$ cat src/rtl/seven_seg_scan_controller.sv
// Time-multiplexed 4-digit common-anode 7-segment driver with frame-aligned
// req/ack shadow updates and a dead band at the start of every digit slot.
module seven_seg_scan_controller #(
  parameter int unsigned REFRESH_DIV = 100000,
  parameter int unsigned DEAD_CYC    = 1000
) (
  input  logic        clk,
  input  logic        clr,
  input  logic [15:0] digits,
  input  logic [3:0]  dig_en,
  input  logic        upd_req,
  output logic        upd_ack,
  output logic        frame_end,
  output logic [3:0]  an,
  output logic [6:0]  ca
);

  localparam int unsigned CntW = (REFRESH_DIV > 1) ? $clog2(REFRESH_DIV) : 1;
  localparam logic [CntW-1:0] CntMax  = CntW'(REFRESH_DIV - 1);
  localparam logic [CntW-1:0] DeadEnd = CntW'(DEAD_CYC);

  typedef enum logic [0:0] {StDead, StLit} state_e;

  state_e          st_q, st_d;
  logic [CntW-1:0] cnt_q, cnt_d;
  logic [1:0]      idx_q, idx_d;
  logic [15:0]     sh_dig_q, sh_dig_d;
  logic [3:0]      sh_en_q, sh_en_d;
  logic [3:0]      an_d;
  logic [6:0]      ca_d;
  logic            frame_end_d;
  logic            upd_ack_d;
  logic [3:0]      nib;

  function automatic logic [6:0] hex_decode(input logic [3:0] v);
    logic [6:0] seg;
    unique case (v)
      4'h0: seg = 7'b1000000;
      4'h1: seg = 7'b1111001;
      4'h2: seg = 7'b0100100;
      4'h3: seg = 7'b0110000;
      4'h4: seg = 7'b0011001;
      4'h5: seg = 7'b0010010;
      4'h6: seg = 7'b0000010;
      4'h7: seg = 7'b1111000;
      4'h8: seg = 7'b0000000;
      4'h9: seg = 7'b0010000;
      4'hA: seg = 7'b0001000;
      4'hB: seg = 7'b0000011;
      4'hC: seg = 7'b1000110;
      4'hD: seg = 7'b0100001;
      4'hE: seg = 7'b0000110;
      default: seg = 7'b0001110;
    endcase
    return seg;
  endfunction

  // Outputs are computed from next-state values so the registered pins line up
  // with the counter/index they describe in the same cycle.
  always_comb begin
    cnt_d = (cnt_q == CntMax) ? '0 : cnt_q + CntW'(1);
    idx_d = (cnt_q == CntMax) ? idx_q + 2'd1 : idx_q;

    upd_ack_d = frame_end && upd_req;
    sh_dig_d  = upd_ack_d ? digits : sh_dig_q;
    sh_en_d   = upd_ack_d ? dig_en : sh_en_q;

    st_d = st_q;
    unique case (st_q)
      StDead:  if (cnt_d == DeadEnd) st_d = StLit;
      default: if (cnt_d == '0) st_d = StDead;
    endcase

    nib  = sh_dig_d[idx_d*4 +: 4];
    an_d = 4'b1111;
    ca_d = 7'b1111111;
    if (st_d == StLit && sh_en_d[idx_d]) begin
      an_d[idx_d] = 1'b0;
      ca_d        = hex_decode(nib);
    end

    frame_end_d = (idx_d == 2'd3) && (cnt_d == CntMax);
  end

  always_ff @(posedge clk or negedge clr) begin
    if (!clr) begin
      st_q      <= StDead;
      cnt_q     <= '0;
      idx_q     <= 2'd0;
      sh_dig_q  <= 16'h0000;
      sh_en_q   <= 4'b0000;
      an        <= 4'b1111;
      ca        <= 7'b1111111;
      upd_ack   <= 1'b0;
      frame_end <= 1'b0;
    end else begin
      st_q      <= st_d;
      cnt_q     <= cnt_d;
      idx_q     <= idx_d;
      sh_dig_q  <= sh_dig_d;
      sh_en_q   <= sh_en_d;
      an        <= an_d;
      ca        <= ca_d;
      upd_ack   <= upd_ack_d;
      frame_end <= frame_end_d;
    end
  end

endmodule

$ cat config.mk
export PLATFORM = sky130hd
export DESIGN_NAME = seven_seg_scan_controller
export DESIGN_NICKNAME = d
export VERILOG_FILES = /design/src/rtl/seven_seg_scan_controller.sv
export SDC_FILE = /design/constraint.sdc
export NUM_CORES = 1
export LEC_CHECK = 0
export CAP_MARGIN = 20
export CORE_MARGIN = 2
export CORE_UTILIZATION = 56
export CTS_CLUSTER_DIAMETER = 100
export CTS_CLUSTER_SIZE = 16
export DETAILED_ROUTE_END_ITERATION = 10
export PLACE_DENSITY_LB_ADDON = 0.3
export SYNTH_ARGS = -nofsm -noshare
export SYNTH_HDL_FRONTEND = slang
export SYNTH_SLANG_ARGS = --single-unit
$ cat constraint.sdc
create_clock -name clk -period 3.46 [get_ports clk]
set_input_delay 0.692 -clock clk [delete_from_list [all_inputs] [get_ports clk]]
set_output_delay 0.692 -clock clk [all_outputs]
set_load 0.03 [all_outputs]
==> flow_summary.toml, run 1 <==
[finish]
fin_util = 0.659
drive_gt1_frac = 0.216
nNetsFinal = 343
num_antenna_cells = 0
num-fill-cells = 441
final_cells = 387
syn_to_final_growth_pct = 15.5
final_cell_area_um2 = 3560

[worst_setup_path]
end_kind = "flip-flop"
cp_top_family = "simple AND/OR/NAND/NOR gates"
crit_arrival_ns = 3.40
crit_top_cell = "ha_1"
cp_num_buf_inv = 2
worst_path_max_delay_cell = "dfrtp_1"
cpPeakStageDelay_ns = 0.46
cp_cell_sequence = "ha_1 -> and4b_1 -> and4_4 -> xnor2_4 -> o221ai_1 -> a211o_1 -> ha_1 -> inv_1 -> mux4_2 -> clkinv_1 -> nand2_1"
ff2ff_setup_slack_ns = 0.29
crit_fanout = 10
startpoint_type = "flip-flop"
critPathRequiredTime_ns = 3.70
path_class = "flip-flop to flip-flop"

[clock_network]
post_cts_buffers = 0
cts_root_buf = "clkbuf_8"
clock-sinks = 53
cts_buffers = 5
cts_tree = "done"
htreeDepth = 2
cts_buffer_depth = 2
clk_latency_ns = 0.31
cts-resized-gates = 0
clk_pin_slew_ns = 0.10
ctsHoldBuffers = 0

[timing]
slew_headroom = 0.491
setup_viol = 0
skew_ns = 0.0119
hold_viol_final = 0
fin_setup_tns_ns = 0
rsz0062_at_grt = "false"
worstMarginPinSlew_ns = 0.764
fmax_mhz = 316
final.period_utilization = 0.915
period_minus_slack_ns = 3.17
maxSlewViolCount = 0

[synth]
yosys-top-cells-area = "dfrtp_1 34%, dfstp_2 9.4%, mux2_2 7.7%, xnor2_1 2.6%, ha_1 2.4%"
syn_nets = 313
synth_area_um2 = 3080
avgSynthCellArea_um2 = 10.9
yosys.area.top_type = "dfrtp_1"
ys_types = 65
synth_top_area_share = 0.341
ys_top_cells_by_count = "42 x dfrtp_1, 21 x mux2_2, 20 x nor2_1, 14 x inv_1, 14 x nand2_1"
async_reset_ff_frac = 1.00
ys.flop_type = "dfrtp_1"
synth-edff-count = 0
ys_ff_latch = 53
ys_warn_count = 0
yosysMostFrequentCell = "dfrtp_1"
ys_seq_area_frac = 0.434
synthCells = 284

[route]
drtIter0Drc = 217
wl_um = 6580
postRouteAntennaNets = 0
first_pass_iters = 4
drc = 0
vias = 2304
viasPerCell = 5.95
wl_per_cell_um = 17.0

[pwr]
intPower_uw = 829
p_per_area_nw_per_um2 = 296
p_leak_uw = 0.00157
p_comb_frac = 0.035
ir_worst_vdd_mv = 0.198
power_switching_uw = 224
p_clk_frac = 0.377
swShare = 0.213
power_frac_seq = 0.588

[floorplan]
initial_core_util = 0.571
die_h_um = 78.2
io_pins = 36
rows = 27
die-width_um = 78.2
die-area_um2 = 6120
design.core.area_um2 = 5410

[global_routing]
grt-ovfl-total = 0
grt-busiest-layer = "met2"
gr-usage-all-layers = 0.233
grt_pass1_vias = 2240
met1_usage = 0.339
use_met3 = 0.0460
grt_pass1_wl_um = 11100
grt_max_degree = 31
antenna_found_initial = 0
met2_usage = 0.354

[placed_design]
dpl.cell_count = 379
dpl_cell_area_um2 = 3460
gp_congestion = 0.890
hpwl_um = 4780
numPortBuffers = 35

[worst_hold_path]
hp-class = "input pin to async pin"

[flow_run]
drv_cap = 0

[outcome]
outcome = "finished, final reports clean"
placed cells by master (no fill, tap or decap), drive strengths merged, types with 6 or more instances in the layout:
| cell type | instances |
|---|---|
| nand2 | 14 |
| o21ai | 6 |
| clkbuf | 6 |
| nor2 | 21 |
| clkdlybuf4s50 | 34 |
| nand3 | 12 |
| dfstp | 11 |
| ha | 6 |
| nand4 | 13 |
| xnor2 | 10 |
| nor4 | 8 |
| xor2 | 6 |
| inv | 16 |
| mux2 | 21 |
| nor3 | 6 |
| buf | 8 |
| dfrtp | 42 |
| and3 | 6 |
per-stage QoR:
stage / setup slack, ns / hold WS, ns / total power [µW]
3_3_place_gp: 0.0588 / 0.475 / 669
2_1_floorplan: 0.416 / 0.396 / 632
5_1_grt: 0.0941 / 0.434 / 1100
6_report: 0.295 / 0.390 / 1050
3_5_place_dp: 0.0203 / 0.479 / 669
4_1_cts: 0.304 / 0.408 / 1060
path summary, 6_finish.rpt:
kind,from,endpoint,depth (start not counted)
worst max-delay path,cnt_q[0],ca[3],11
worst min-delay path,clr,cnt_q[9],1
worst max register to register,cnt_q[0],ca[3],11
worst min register to register,sh_dig_q[13],sh_dig_q[13],1
max in group asynchronous,clr,ca[3],2
min in group clk,sh_dig_q[13],sh_dig_q[13],1
power groups by stage:
stage	registers (µW)	logic, µW	clock network [µW]
after detailed placement	631	38.1	0
after global routing	620	41.5	435
final	620	37.3	397
after CTS	620	38.5	407
after global placement	631	38.0	0
after floorplan	631	0.277	0
state kept, by name, indices dropped and copies added, names as in the netlist:
name,cells
frame_end,1
an,4
ca,7
idx_q,2
sh_en_q,4
sh_dig_q,16
cnt_q,17
upd_ack,1
st_q,1
kinds of logic (layout without fill, tap and decap cells):
| group | after synthesis | count (layout) | share of synthesized area |
|---|---|---|---|
| mux | 27 | 27 | 0.104 |
| buf+inv | 35 | 66 | 0.0572 |
| fa+ha+maj | 6 | 6 | 0.0243 |
| flops | 53 | 53 | 0.434 |
| simple gates | 105 | 105 | 0.210 |
| xor+xnor | 16 | 16 | 0.0515 |
| compound gates | 42 | 42 | 0.118 |
cell type report:
| class | instances | area [µm²] | area share |
|---|---|---|---|
| multi-input cells | 196 | 1570 | 0.440 |
| repair buffers | 42 | 398 | 0.112 |
| clock buffers | 6 | 93.8 | 0.0263 |
| clock inverters | 2 | 13.8 | 0.00386 |
| inverters | 16 | 60.1 | 0.0169 |
| flip-flops and latches | 53 | 1340 | 0.376 |
| well taps | 72 | 90.1 | 0.0253 |
routing by layer:
metal,part of all wire,vias to the layer above
met4,0.013,0
li1,-,1101
met2,0.46,80
met3,0.056,10
met5,0,-
met1,0.47,1113
Note: power is estimated with default switching activity, not from simulation.
==> run 2, diff against run 1 <==
--- a/config.mk
+++ b/config.mk
@@ -5,7 +5,7 @@
 export SDC_FILE = /design/constraint.sdc
 export NUM_CORES = 1
 export LEC_CHECK = 0
-export CAP_MARGIN = 20
+export CAP_MARGIN = 30
 export CORE_MARGIN = 2
 export CORE_UTILIZATION = 56
 export CTS_CLUSTER_DIAMETER = 100
==> results of run 2 <==
Final layout, timing and power as in run 1 (identical DEF).
